File: src/rtl/wallace_mac_unit.sv
`default_nettype none
// ============================================================================
// Module   : wallace_mac_unit  (plus WallaceTree, wallace_csa_level)
// Purpose  : Two-stage multiply-accumulate around a 16x16 Wallace-tree
//            multiplier. Operand beats arrive over valid/ready. Their
//            32-bit products are summed across a group closed by in_last_i.
//            Each group result is held in an output register with
//            valid/ready backpressure.
// Ports    : clk, rst_n (async, active-low)
//            in_valid_i/in_ready_o, in_a_i, in_b_i, in_clr_i, in_last_i
//            out_valid_o/out_ready_i, out_data_o[ACC_W], out_count_o[CNT_W],
//            out_ovf_o
// Revision : 1.0 - initial release
// ============================================================================

// ----------------------------------------------------------------------------
// One 3:2 carry-save reduction level. Rows are taken in groups of three and
// each group becomes a sum row and a carry row. Rows left over after the
// last complete group pass straight through.
// ----------------------------------------------------------------------------
module wallace_csa_level #(
    parameter int N_IN  = 16,
    parameter int N_OUT = 11,
    parameter int W     = 32
) (
    input  logic [N_IN-1:0][W-1:0]  rows_i,
    output logic [N_OUT-1:0][W-1:0] rows_o
);
    localparam int c_N_GRP  = N_IN / 3;
    localparam int c_N_PASS = N_IN % 3;

    for (genvar g = 0; g < c_N_GRP; g++) begin : g_csa
        assign rows_o[2*g]   = rows_i[3*g] ^ rows_i[3*g+1] ^ rows_i[3*g+2];
        // The carry moves one column left. Bit W-1 is dropped: the final
        // product fits in W bits, so arithmetic modulo 2^W stays exact.
        assign rows_o[2*g+1] = {(rows_i[3*g][W-2:0]   & rows_i[3*g+1][W-2:0]) |
                                (rows_i[3*g][W-2:0]   & rows_i[3*g+2][W-2:0]) |
                                (rows_i[3*g+1][W-2:0] & rows_i[3*g+2][W-2:0]),
                                1'b0};
    end

    for (genvar p = 0; p < c_N_PASS; p++) begin : g_pass
        assign rows_o[2*c_N_GRP+p] = rows_i[3*c_N_GRP+p];
    end
endmodule

// ----------------------------------------------------------------------------
// Combinational unsigned 16x16 -> 32 Wallace-tree multiplier.
// The rows are reduced 16 -> 11 -> 8 -> 6 -> 4 -> 3 -> 2, and one adder
// produces the final result.
// ----------------------------------------------------------------------------
module WallaceTree (
    input  logic [15:0] a,
    input  logic [15:0] b,
    output logic [31:0] out
);
    logic [15:0][31:0] w_pp;
    logic [10:0][31:0] w_l1;
    logic [7:0][31:0]  w_l2;
    logic [5:0][31:0]  w_l3;
    logic [3:0][31:0]  w_l4;
    logic [2:0][31:0]  w_l5;
    logic [1:0][31:0]  w_l6;

    for (genvar i = 0; i < 16; i++) begin : g_pp
        assign w_pp[i] = b[i] ? ({16'd0, a} << i) : 32'd0;
    end

    wallace_csa_level #(.N_IN(16), .N_OUT(11), .W(32)) u_l1 (.rows_i(w_pp), .rows_o(w_l1));
    wallace_csa_level #(.N_IN(11), .N_OUT(8),  .W(32)) u_l2 (.rows_i(w_l1), .rows_o(w_l2));
    wallace_csa_level #(.N_IN(8),  .N_OUT(6),  .W(32)) u_l3 (.rows_i(w_l2), .rows_o(w_l3));
    wallace_csa_level #(.N_IN(6),  .N_OUT(4),  .W(32)) u_l4 (.rows_i(w_l3), .rows_o(w_l4));
    wallace_csa_level #(.N_IN(4),  .N_OUT(3),  .W(32)) u_l5 (.rows_i(w_l4), .rows_o(w_l5));
    wallace_csa_level #(.N_IN(3),  .N_OUT(2),  .W(32)) u_l6 (.rows_i(w_l5), .rows_o(w_l6));

    assign out = w_l6[0] + w_l6[1];
endmodule

// ----------------------------------------------------------------------------
// Multiply-accumulate stage. ACC_W must be at least 32.
// ----------------------------------------------------------------------------
module wallace_mac_unit #(
    parameter int ACC_W = 40,
    parameter int CNT_W = 8
) (
    input  logic             clk,
    input  logic             rst_n,
    input  logic             in_valid_i,
    output logic             in_ready_o,
    input  logic [15:0]      in_a_i,
    input  logic [15:0]      in_b_i,
    input  logic             in_clr_i,
    input  logic             in_last_i,
    output logic             out_valid_o,
    input  logic             out_ready_i,
    output logic [ACC_W-1:0] out_data_o,
    output logic [CNT_W-1:0] out_count_o,
    output logic             out_ovf_o
);
    // Stage 1 operand register
    logic             s1_valid_q, s1_valid_d;
    logic [15:0]      s1_a_q, s1_a_d;
    logic [15:0]      s1_b_q, s1_b_d;
    logic             s1_clr_q, s1_clr_d;
    logic             s1_last_q, s1_last_d;
    // Stage 2 running group state
    logic [ACC_W-1:0] acc_q, acc_d;
    logic [CNT_W-1:0] cnt_q, cnt_d;
    logic             acc_ovf_q, acc_ovf_d;
    // Output result register
    logic             out_valid_q, out_valid_d;
    logic [ACC_W-1:0] out_data_q, out_data_d;
    logic [CNT_W-1:0] out_count_q, out_count_d;
    logic             out_ovf_q, out_ovf_d;

    logic [31:0]      w_prod;
    logic             w_s1_adv;
    logic             w_accept;
    logic [ACC_W-1:0] w_base;
    logic [ACC_W:0]   w_sum;
    logic [CNT_W-1:0] w_nc;
    logic             w_no;

    WallaceTree u_mult (
        .a   (s1_a_q),
        .b   (s1_b_q),
        .out (w_prod)
    );

    // Only a last beat can stall, and only when the output register is
    // occupied and not draining this cycle.
    assign w_s1_adv   = s1_valid_q && (!s1_last_q || !out_valid_q || out_ready_i);
    assign in_ready_o = !s1_valid_q || w_s1_adv;
    assign w_accept   = in_valid_i && in_ready_o;

    // in_clr restarts the group at this beat. The sum carries one extra bit
    // so an overflow out of ACC_W can be seen.
    assign w_base = s1_clr_q ? '0 : acc_q;
    assign w_sum  = {1'b0, w_base} + {{(ACC_W+1-32){1'b0}}, w_prod};
    assign w_nc   = (s1_clr_q ? '0 : cnt_q) + {{(CNT_W-1){1'b0}}, 1'b1};
    assign w_no   = (s1_clr_q ? 1'b0 : acc_ovf_q) | w_sum[ACC_W];

    always_comb begin
        s1_valid_d  = s1_valid_q;
        s1_a_d      = s1_a_q;
        s1_b_d      = s1_b_q;
        s1_clr_d    = s1_clr_q;
        s1_last_d   = s1_last_q;
        acc_d       = acc_q;
        cnt_d       = cnt_q;
        acc_ovf_d   = acc_ovf_q;
        out_valid_d = out_valid_q;
        out_data_d  = out_data_q;
        out_count_d = out_count_q;
        out_ovf_d   = out_ovf_q;

        if (w_accept) begin
            s1_valid_d = 1'b1;
            s1_a_d     = in_a_i;
            s1_b_d     = in_b_i;
            s1_clr_d   = in_clr_i;
            s1_last_d  = in_last_i;
        end else if (w_s1_adv) begin
            s1_valid_d = 1'b0;
        end

        if (out_valid_q && out_ready_i) begin
            out_valid_d = 1'b0;
        end

        if (w_s1_adv) begin
            if (s1_last_q) begin
                // A result written here replaces one that is being consumed
                // in the same cycle. The group state auto-restarts.
                out_valid_d = 1'b1;
                out_data_d  = w_sum[ACC_W-1:0];
                out_count_d = w_nc;
                out_ovf_d   = w_no;
                acc_d       = '0;
                cnt_d       = '0;
                acc_ovf_d   = 1'b0;
            end else begin
                acc_d       = w_sum[ACC_W-1:0];
                cnt_d       = w_nc;
                acc_ovf_d   = w_no;
            end
        end
    end

    always_ff @(posedge clk or negedge rst_n) begin
        if (!rst_n) begin
            s1_valid_q  <= 1'b0;
            s1_a_q      <= '0;
            s1_b_q      <= '0;
            s1_clr_q    <= 1'b0;
            s1_last_q   <= 1'b0;
            acc_q       <= '0;
            cnt_q       <= '0;
            acc_ovf_q   <= 1'b0;
            out_valid_q <= 1'b0;
            out_data_q  <= '0;
            out_count_q <= '0;
            out_ovf_q   <= 1'b0;
        end else begin
            s1_valid_q  <= s1_valid_d;
            s1_a_q      <= s1_a_d;
            s1_b_q      <= s1_b_d;
            s1_clr_q    <= s1_clr_d;
            s1_last_q   <= s1_last_d;
            acc_q       <= acc_d;
            cnt_q       <= cnt_d;
            acc_ovf_q   <= acc_ovf_d;
            out_valid_q <= out_valid_d;
            out_data_q  <= out_data_d;
            out_count_q <= out_count_d;
            out_ovf_q   <= out_ovf_d;
        end
    end

    assign out_valid_o = out_valid_q;
    assign out_data_o  = out_data_q;
    assign out_count_o = out_count_q;
    assign out_ovf_o   = out_ovf_q;
endmodule

`default_nettype wire

File: config.mk
export PLATFORM = sky130hd
export DESIGN_NAME = wallace_mac_unit
export DESIGN_NICKNAME = d
export VERILOG_FILES = /design/src/rtl/wallace_mac_unit.sv
export SDC_FILE = /design/constraint.sdc
export NUM_CORES = 1
export LEC_CHECK = 0
export CORE_MARGIN = 2
export CORE_UTILIZATION = 40
export CTS_BUF_LIST = sky130_fd_sc_hd__clkbuf_8
export CTS_CLUSTER_SIZE = 10
export DETAILED_ROUTE_END_ITERATION = 7
export GPL_ROUTABILITY_DRIVEN = 0
export GPL_TIMING_DRIVEN = 0
export PLACE_DENSITY_LB_ADDON = 0.25
export SYNTH_ARGS = -nofsm -noshare
export SYNTH_HDL_FRONTEND = slang
export SYNTH_HIERARCHICAL = 1
export SYNTH_SLANG_ARGS = --single-unit
File: constraint.sdc
create_clock -name clk -period 7 [get_ports clk]
set_input_delay 1.4 -clock clk [delete_from_list [all_inputs] [get_ports clk]]
set_output_delay 1.4 -clock clk [all_outputs]
set_load 0.02 [all_outputs]
==> impl_metrics.csv, run 1 <==
group,metric,value,unit
logic_synthesis,yosys.area.top_type_share,39.9,%
placement,io_buffers,88,
floorplanning,initial_utilization,40.6,%
flow_run,max-cap-violations,0,
placement,dp_cells,3049,
floorplanning,core.rowCount,85,
clock_tree,cts.clk_slew.worst_paths,110,ps
timing,fin_ws,-773,ps
worst_setup_path,cp-end-kind,"flop",
route,drt-initial-drc-count,819,
final_layout,nNetsFinal,3018,
route,drtAntennaViolNets,0,
logic_synthesis,netlist_top_cells_area,"fa_1 (40%), dfrtp_1 (15%), and2_1 (7.5%)",
timing,skew,26.6,ps
logic_synthesis,synth_area,0.0219,mm2
logic_synthesis,async_flop_share,100,%
clock_tree,clk_path_buf_depth,2,
logic_synthesis,synth-seq-area-share,15.3,%
global_routing,antenna_found_initial,0,
placement,dpl_worst_slack,-1490,ps
clock_tree,htreeDepth,4,
route,routed_wl,56100,um
clock_tree,worstSkewPairLatency,520,ps
final_layout,fillers,4755,
floorplanning,ios,89,
logic_synthesis,synth_edf_count,0,
clock_tree,cts.sinks,134,
timing,setup_viol,42,
global_routing,grtUsageTotal,21.0,%
clock_tree,cts_tree,"done",
timing,rsz0062_at_grt,"yes",
clock_tree,numCtsBuffers,17,
route,wl_per_cell,17.6,um
outcome,violations,"negative setup slack",
logic_synthesis,yosysUniqueCellTypes,88,
logic_synthesis,synth.largest_area_cell,"fa_1",
final_layout,syn_to_final_growth,26.1,%
route,dr.pass1.iters,5,
floorplanning,die_y,238,um
worst_setup_path,critPathMaxFanout,4,
clock_tree,clockRootBuffer,"clkbuf_8",
route,vias,15900,
min_path,hold_class,"flop to flop",
global_routing,grt_max_degree,74,
route,drc,0,
placement,hpwl,43300,um
global_routing,first_global_vias,17500,
logic_synthesis,synth_cells,2001,
timing,finalMaxSlewViolations,0,
timing,worst_pin_slew,1170,ps
logic_synthesis,avgSynthCellArea,10.9,um2
final_layout,final_common_cell,"fa_1",
final_layout,most-common-layout-cells,"fa_1 (413), buf_4 (303), conb_1 (270)",
route,via_per_inst,4.98,
logic_synthesis,ys_ff_latch,134,
final_layout,finalNonFillerCells,3191,
floorplanning,die-area,0.0566,mm2
timing,hold_viol,0,
final_layout,drive_gt1_share,27.6,%
worst_setup_path,crit_type,"flop to flop",
worst_setup_path,arrival,8220,ps
timing,relSlewSlack,22.3,%
outcome,status,"complete, but fails checks",
worst_setup_path,worstSetupStartpointType,"flop",
timing,fmax,129,MHz
logic_synthesis,synth_flop_cell,"dfrtp_1",
global_routing,overflow,0,
global_routing,grt_pass1_wl,92500,um
timing,fin_crit_sh,111,%
timing,period_minus_slack,7770,ps
worst_setup_path,cp.required,7450,ps
logic_synthesis,yosysWarnings,6,
floorplanning,die_width,238,um
floorplanning,fp.coreArea,0.0539,mm2
sequential cells by signal, indices dropped and copies added, names as in the netlist:
| signal | cells |
|---|---|
| acc_ovf_q | 1 |
| acc_q | 40 |
| cnt_q | 8 |
| out_count_o | 8 |
| out_data_o | 40 |
| out_ovf_o | 1 |
| out_valid_o | 1 |
| s1_a_q | 16 |
| s1_b_q | 16 |
| s1_clr_q | 1 |
| s1_last_q | 1 |
| s1_valid_q | 1 |
cell families (layout without fill, tap and decap cells):
kind of cell,count (synthesis),after routing,synth area share [%]
AOI/OAI and AO/OA,295,295,9.60
xor gates and xnor gates,77,77,4.04
adders and majority gates,500,500,43.5
buffers and inverters,313,542,9.19
DFF,134,134,15.3
muxes,50,50,2.55
other,7,272,0.120
and+or+nand+nor,625,625,15.6
cell usage after synthesis, drive strengths merged (9+ instances only):
| master | n |
|---|---|
| dfrtp | 134 |
| o21a | 13 |
| xnor2 | 39 |
| a21oi | 65 |
| nor3 | 11 |
| ha | 64 |
| o211ai | 11 |
| o31ai | 10 |
| a211oi | 9 |
| nand2 | 141 |
| nor2b | 50 |
| clkbuf | 68 |
| and2 | 265 |
| o21ai | 55 |
| and4 | 10 |
| nand4 | 19 |
| fa | 436 |
| nand3 | 31 |
| xor2 | 24 |
| inv | 25 |
| xor3 | 14 |
| mux2 | 46 |
| buf | 219 |
| a21o | 27 |
| a22o | 33 |
| a31oi | 11 |
| nor2 | 63 |
per-stage QoR:
stage / hold WS, ps / TNS (ps) / instance area (um2) / util [%]
6_report: 466 / -20220 / 27600 / 51.2
5_1_grt: 507 / -29720 / 27600 / 51.2
4_1_cts: 469 / -16220 / 27000 / 50.1
3_5_place_dp: 448 / -41750 / 24900 / 46.2
3_3_place_gp: 446 / -215120 / 24900 / 46.1
2_1_floorplan: 431 / -437 / 23100 / -
worst max-delay path, stage by stage, from the launching register on:
cell and delay, ps:
dfrtp_2 530, buf_6 170, and2_4 130, fa_1 490, fa_1 520, fa_1 600
fa_1 480, fa_2 590, fa_1 450, ha_4 260, and3_4 160, a211o_1 340
o311ai_4 290, buf_4 170, o221ai_2 110, or4_4 530, nand4_1 210, ha_4 200
and3_4 190, nand4_1 160, or3_4 430, o22ai_2 110, o21ba_4 190, or3_1 310
nand3_1 70
area by class of cell:
type	instances	area (um2)	area share (%)
timing repair buffer	205	1900	6.90
tap	696	871	3.16
clock inverter	14	150	0.544
buffer	280	2110	7.66
multi-input combinational	1817	18800	68.2
antenna	2	5.00	0.0181
sequential	134	3390	12.3
inverter	25	101	0.367
clock buffer	18	248	0.898
path summary, 6_finish.rpt:
kind	startpoint	endpoint	slack (ps)	depth (start not counted)
worst max-delay path	s1_a_q[15]	out_data_o[39]	-770	24
worst min-delay path	acc_q[0]	acc_q[0]	470	2
worst max register to register	s1_a_q[15]	out_data_o[39]	-770	24
worst min register to register	acc_q[0]	acc_q[0]	470	2
max in group asynchronous	rst_n	s1_b_q[11]	5270	2
min in group asynchronous	rst_n	acc_q[37]	880	1
repair_timing:
item                                   in CTS  in global routing
pin swaps                                  93                 63
endpoints found under the hold margin       0                  0
gates resized for setup                   269                 81
cloned                                      2                  1
buffers inserted                           89                 25
setup endpoints to repair                  53                 61
hold buffers                                0                  0
layer usage:
metal  routed length (um)  vias up  share of wire (%)  track usage, %
met5                    0        -                  0               0
met4                 1780        0                3.2            6.96
met3                 1850       98                3.3            2.08
met2                29400      359                 52            37.6
met1                23100     8258                 41            26.5
li1                     -     7169                  -               -
Power of run 1 is not shown: default switching activity piles up to over one toggle a cycle in this logic, so the estimate is an artifact.
==> run 2: changes to the inputs <==
CAP_MARGIN = 30   (was not set)
TNS_END_PERCENT = 100   (was not set)
==> run 2 against run 1 <==
Compared with the run above: the flow still finishes with violations (negative setup slack); clock-buffer cell count is 2 higher; non-clock buffer count is 13 higher; sequential share of layout area is 0.12 points lower; first-iteration DRC count is 7.1% higher; register-to-register slack better by 110 ps; final area is 1.0% higher; wire length is 0.66% higher; cell count is 0.34% higher; sequential cell count stayed put; critical endpoint is now out_data_o[29]; largest cell class unchanged.
==> impl_metrics.csv, run 2 (same netlist as run 1, synthesis figures left out) <==
group,metric,value,unit
global_routing,antenna_found_initial,0,
clock_tree,clk_path_buf_depth,2,
timing,rsz0062_at_grt,"yes",
route,via_per_inst,4.97,
route,drt-initial-drc-count,877,
floorplanning,die_y,238,um
global_routing,grt_max_degree,74,
timing,skew,28.0,ps
final_layout,diodes,0,
final_layout,final_common_cell,"fa_1",
timing,hold_viol,0,
floorplanning,fp.coreArea,0.0539,mm2
final_layout,nNetsFinal,3031,
worst_setup_path,critPathTopFamily,"adder cells",
outcome,status,"complete, but fails checks",
worst_setup_path,cp.required,7400,ps
route,drc,0,
timing,finalMaxSlewViolations,0,
clock_tree,worstSkewPairLatency,530,ps
worst_setup_path,cp_slowest_cell,"fa_1",
timing,relSlewSlack,43.5,%
route,dr.pass1.iters,5,
floorplanning,initial_utilization,40.6,%
clock_tree,htreeDepth,4,
floorplanning,die_width,238,um
placement,dp_cells,3050,
clock_tree,clockRootBuffer,"clkbuf_8",
placement,hpwl,43500,um
clock_tree,cts.sinks,134,
route,vias,15900,
worst_setup_path,cp_slowest_stage_delay,550,ps
flow_run,max-cap-violations,0,
timing,setup_viol,44,
min_path,hold_class,"flop to flop",
timing,fmax,131,MHz
final_layout,most-common-layout-cells,"fa_1 (415), buf_4 (308), conb_1 (270)",
global_routing,overflow,0,
clock_tree,cts.clk_slew.worst_paths,100,ps
worst_setup_path,critPathMaxFanout,6,
global_routing,grt_pass1_wl,92200,um
global_routing,grtUsageTotal,21.0,%
final_layout,fillers,4762,
floorplanning,ios,89,
timing,fin_crit_sh,109,%
final_layout,drive_gt1_share,28.9,%
route,wl_per_cell,17.6,um
clock_tree,cts_tree,"done",
placement,dpl_worst_slack,-1480,ps
global_routing,first_global_vias,17500,
route,routed_wl,56500,um
clock_tree,ctsHoldBuffers,0,
worst_setup_path,crit_top_cell,"fa_1",
timing,period_minus_slack,7660,ps
worst_setup_path,worstSetupStartpointType,"flop",
outcome,violations,"negative setup slack",
floorplanning,die-area,0.0566,mm2
floorplanning,core.rowCount,85,
worst_setup_path,path_buf_inv,2,
clock_tree,numCtsBuffers,17,
worst_setup_path,cp_cell_sequence,"buf_8, and2_4, fa_1, fa_1, fa_1, fa_1, fa_1, fa_1, ha_4, a21oi_4, o32ai_4, buf_6, a21boi_4, a211oi_2, o41ai_2, xnor2_1, ha_2, nand4_1, or3_4, o31ai_4, o21bai_1, o211ai_1, xor2_1, mux2_2",
timing,worst_pin_slew,846,ps
final_layout,finalNonFillerCells,3202,
final_layout,syn_to_final_growth,27.3,%
route,drtAntennaViolNets,0,
timing,fin_ws,-662,ps
worst_setup_path,cp-end-kind,"flop",
worst_setup_path,crit_type,"flop to flop",
placement,io_buffers,88,
worst_setup_path,arrival,8060,ps
run 2: layout make-up:
| class | count | area (um2) | share of cell area [%] |
|---|---|---|---|
| multi-input combinational | 1817 | 18900 | 67.8 |
| sequential | 134 | 3390 | 12.2 |
| buffer | 278 | 2150 | 7.71 |
| timing repair buffer | 220 | 2060 | 7.40 |
| tap | 696 | 871 | 3.13 |
| clock buffer | 20 | 275 | 0.988 |
| clock inverter | 12 | 119 | 0.427 |
| inverter | 25 | 97.6 | 0.350 |
run 2: per-layer routing:
layer  GRT usage, %  vias to the layer above  share of wire [%]
met5              0                        -                  0
met4           7.72                        0                3.7
met3           2.60                      111                3.4
met2           36.9                      333                 51
met1           26.5                     8270                 42
li1               -                     7185                  -
run 2: repair_timing:
| action | in CTS | in global routing |
|---|---|---|
| setup endpoints to repair | 53 | 58 |
| setup buffers | 98 | 31 |
| cloned | 5 | 0 |
| pin swaps | 118 | 90 |
| resized for setup | 273 | 131 |
run 2: per-stage QoR:
stage               instance area (um2)  hold WS [ps]  TNS [ps]  util, %
floorplan                         23100           431      -437        -
global placement                  24900           446   -215120     46.1
detailed placement                24900           448    -42480     46.2
CTS                               27100           470    -15760     50.3
global route                      27900           504    -27700     51.7
finish                            27900           467    -19380     51.7
run 2: final timing paths:
| kind | from | to | slack [ps] | depth (start not counted) |
|---|---|---|---|---|
| min in group asynchronous | rst_n | out_data_o[1] | 870 | 1 |
| worst min register to register | acc_q[0] | acc_q[0] | 470 | 2 |
| worst min-delay path | acc_q[0] | acc_q[0] | 470 | 2 |
| worst max register to register | s1_b_q[0] | out_data_o[29] | -660 | 24 |
| worst max-delay path | s1_b_q[0] | out_data_o[29] | -660 | 24 |
| max in group asynchronous | rst_n | s1_b_q[11] | 5280 | 2 |
run 2: worst min-delay path: cells and delay by family, from the launching register on:
| family | cells | cell delay, ps |
|---|---|---|
| flip-flops | 1 | 340 |
| AND/OR/NAND/NOR | 2 | 100 |
Power of run 2 is left out for the same reason.
==> run 3: changes to the inputs <==
CORE_ASPECT_RATIO = 0.75   (was not set)
==> run 3 against run 2 <==
Compared with the run above: the flow still finishes with violations (negative setup slack); register-to-register slack got worse by 290 ps; wire length fell by 1.4%; worst hold slack improved by 1.1 ps.
==> impl_metrics.csv, run 3 (same netlist as run 1, synthesis figures left out) <==
group,metric,value,unit
outcome,status,"complete, but fails checks",
outcome,violations,"negative setup slack",
min_path,hold_end,"acc_q[0]",
worst_setup_path,arrival,8380,ps
final_layout,most-common-layout-cells,"fa_1 (420), buf_4 (303), conb_1 (270)",
clock_tree,numCtsBuffers,17,
floorplanning,fp.coreArea,0.0543,mm2
worst_setup_path,worstSetupStartpointType,"flop",
timing,hold_viol,0,
placement,io_buffers,88,
global_routing,first_global_vias,17300,
flow_run,max-cap-violations,0,
timing,setup_viol,44,
clock_tree,htreeDepth,4,
clock_tree,clockRootBuffer,"clkbuf_8",
min_path,hp-start,"acc_q[0]",
worst_setup_path,cp.required,7420,ps
route,vias,15800,
timing,fin_crit_sh,114,%
floorplanning,initial_utilization,40.3,%
floorplanning,die-area,0.0566,mm2
clock_tree,clk_path_buf_depth,2,
clock_tree,cts_tree,"done",
clock_tree,cts.clk_slew.worst_paths,100,ps
clock_tree,worstSkewPairLatency,530,ps
timing,period_minus_slack,7950,ps
worst_setup_path,worstReg2RegStart,"s1_b_q[6]",
route,wl_per_cell,17.3,um
timing,fin_ws,-952,ps
final_layout,seqCellArea,0.00339,mm2
worst_setup_path,crit_type,"flop to flop",
placement,placed_cell_area,0.0249,mm2
worst_setup_path,r2r_slack,-950,ps
final_layout,syn_to_final_growth,26.3,%
floorplanning,core.rowCount,74,
timing,relSlewSlack,37.6,%
worst_setup_path,critPathMaxFanout,7,
timing,rsz0062_at_grt,"yes",
final_layout,final_cell_area,0.0276,mm2
timing,finalMaxSlewViolations,0,
final_layout,final_common_cell,"fa_1",
route,dr.pass1.iters,5,
floorplanning,ios,89,
timing,worst_pin_slew,932,ps
global_routing,grt_max_degree,85,
final_layout,nNetsFinal,3027,
final_layout,finalNonFillerCells,3224,
route,drc,0,
clock_tree,cts.sinks,134,
route,drt-initial-drc-count,896,
global_routing,grt_pass1_wl,91500,um
worst_setup_path,r2r-end,"acc_q[38]",
min_path,hold_class,"flop to flop",
floorplanning,die_y,207,um
global_routing,grtUsageTotal,20.8,%
final_layout,fillers,4884,
route,routed_wl,55700,um
global_routing,overflow,0,
placement,hpwl,43300,um
min_path,hold_depth,2,
timing,fmax,126,MHz
route,via_per_inst,4.89,
worst_setup_path,reg2regPathDepth,27,
final_layout,drive_gt1_share,27.4,%
timing,skew,32.1,ps
floorplanning,die_width,274,um
route,drtAntennaViolNets,0,
worst_setup_path,cp-end-kind,"flop",
final_layout,multi_input_area,0.0188,mm2
global_routing,antenna_found_initial,2,
placement,dp_cells,3076,
==> run 3: critical path, stage by stage, from the launching register on <==
cell	delay (ps)
dfrtp_2	510
buf_4	170
buf_6	110
and2_4	150
fa_1	570
fa_1	460
fa_1	600
fa_1	450
fa_2	550
fa_1	450
ha_4	330
inv_2	60
o32ai_4	340
a21boi_4	140
buf_4	150
buf_6	110
a211oi_4	290
o2111a_1	230
nor3_2	60
ha_2	420
nand2_1	120
nor2_2	170
nand4_1	250
a311oi_4	450
a21oi_4	90
a31oi_4	270
a21oi_1	100
a221o_1	260
==> run 3: worst max path at each step <==
stage | start | to | slack, ps | depth (start not counted)
finish | s1_b_q[6] | acc_q[38] | -950 | 27
global route | s1_b_q[6] | out_data_o[34] | -1120 | 25
CTS | s1_b_q[6] | out_data_o[34] | -710 | 25
detailed placement | s1_a_q[6] | acc_q[38] | -1800 | 25
global placement | s1_a_q[5] | acc_q[38] | -1710 | 25
floorplan | s1_a_q[3] | acc_q[36] | -230 | 25
==> run 3: final cells by class <==
| class | instances | share of cell area, % |
|---|---|---|
| Multi-Input combinational cell | 1817 | 67.9 |
| Sequential cell | 134 | 12.3 |
| Buffer | 282 | 7.75 |
| Timing Repair Buffer | 212 | 7.15 |
| Tap cell | 722 | 3.27 |
| Clock buffer | 18 | 0.897 |
| Clock inverter | 13 | 0.448 |
| Inverter | 25 | 0.340 |
| Antenna cell | 1 | 0.00906 |
==> run 3: metrics by stage <==
stage,TNS (ps),worst slack [ps],util [%],hold slack (ps)
4_1_cts,-17990,-710,49.6,469
3_5_place_dp,-49190,-1800,46.0,449
5_1_grt,-36090,-1120,50.9,506
3_3_place_gp,-207630,-1710,45.9,444
2_1_floorplan,-437,-228,-,431
6_report,-29080,-952,50.9,468
==> run 3: timing repair <==
action,CTS,global route
buffers inserted,85,32
cloned,7,0
gates resized for setup,232,106
endpoints found under the setup margin,55,59
pin swaps,76,82
hold buffers,0,0
==> run 3: layer usage <==
metal | wire [um] | global-route usage [%] | vias to the layer above
li1 | - | - | 7181
met3 | 2860 | 3.44 | 51
met4 | 801 | 4.37 | 0
met2 | 26700 | 34.1 | 344
met5 | 0 | 0 | -
met1 | 25400 | 29.3 | 8205
Power of run 3 is left out for the same reason.
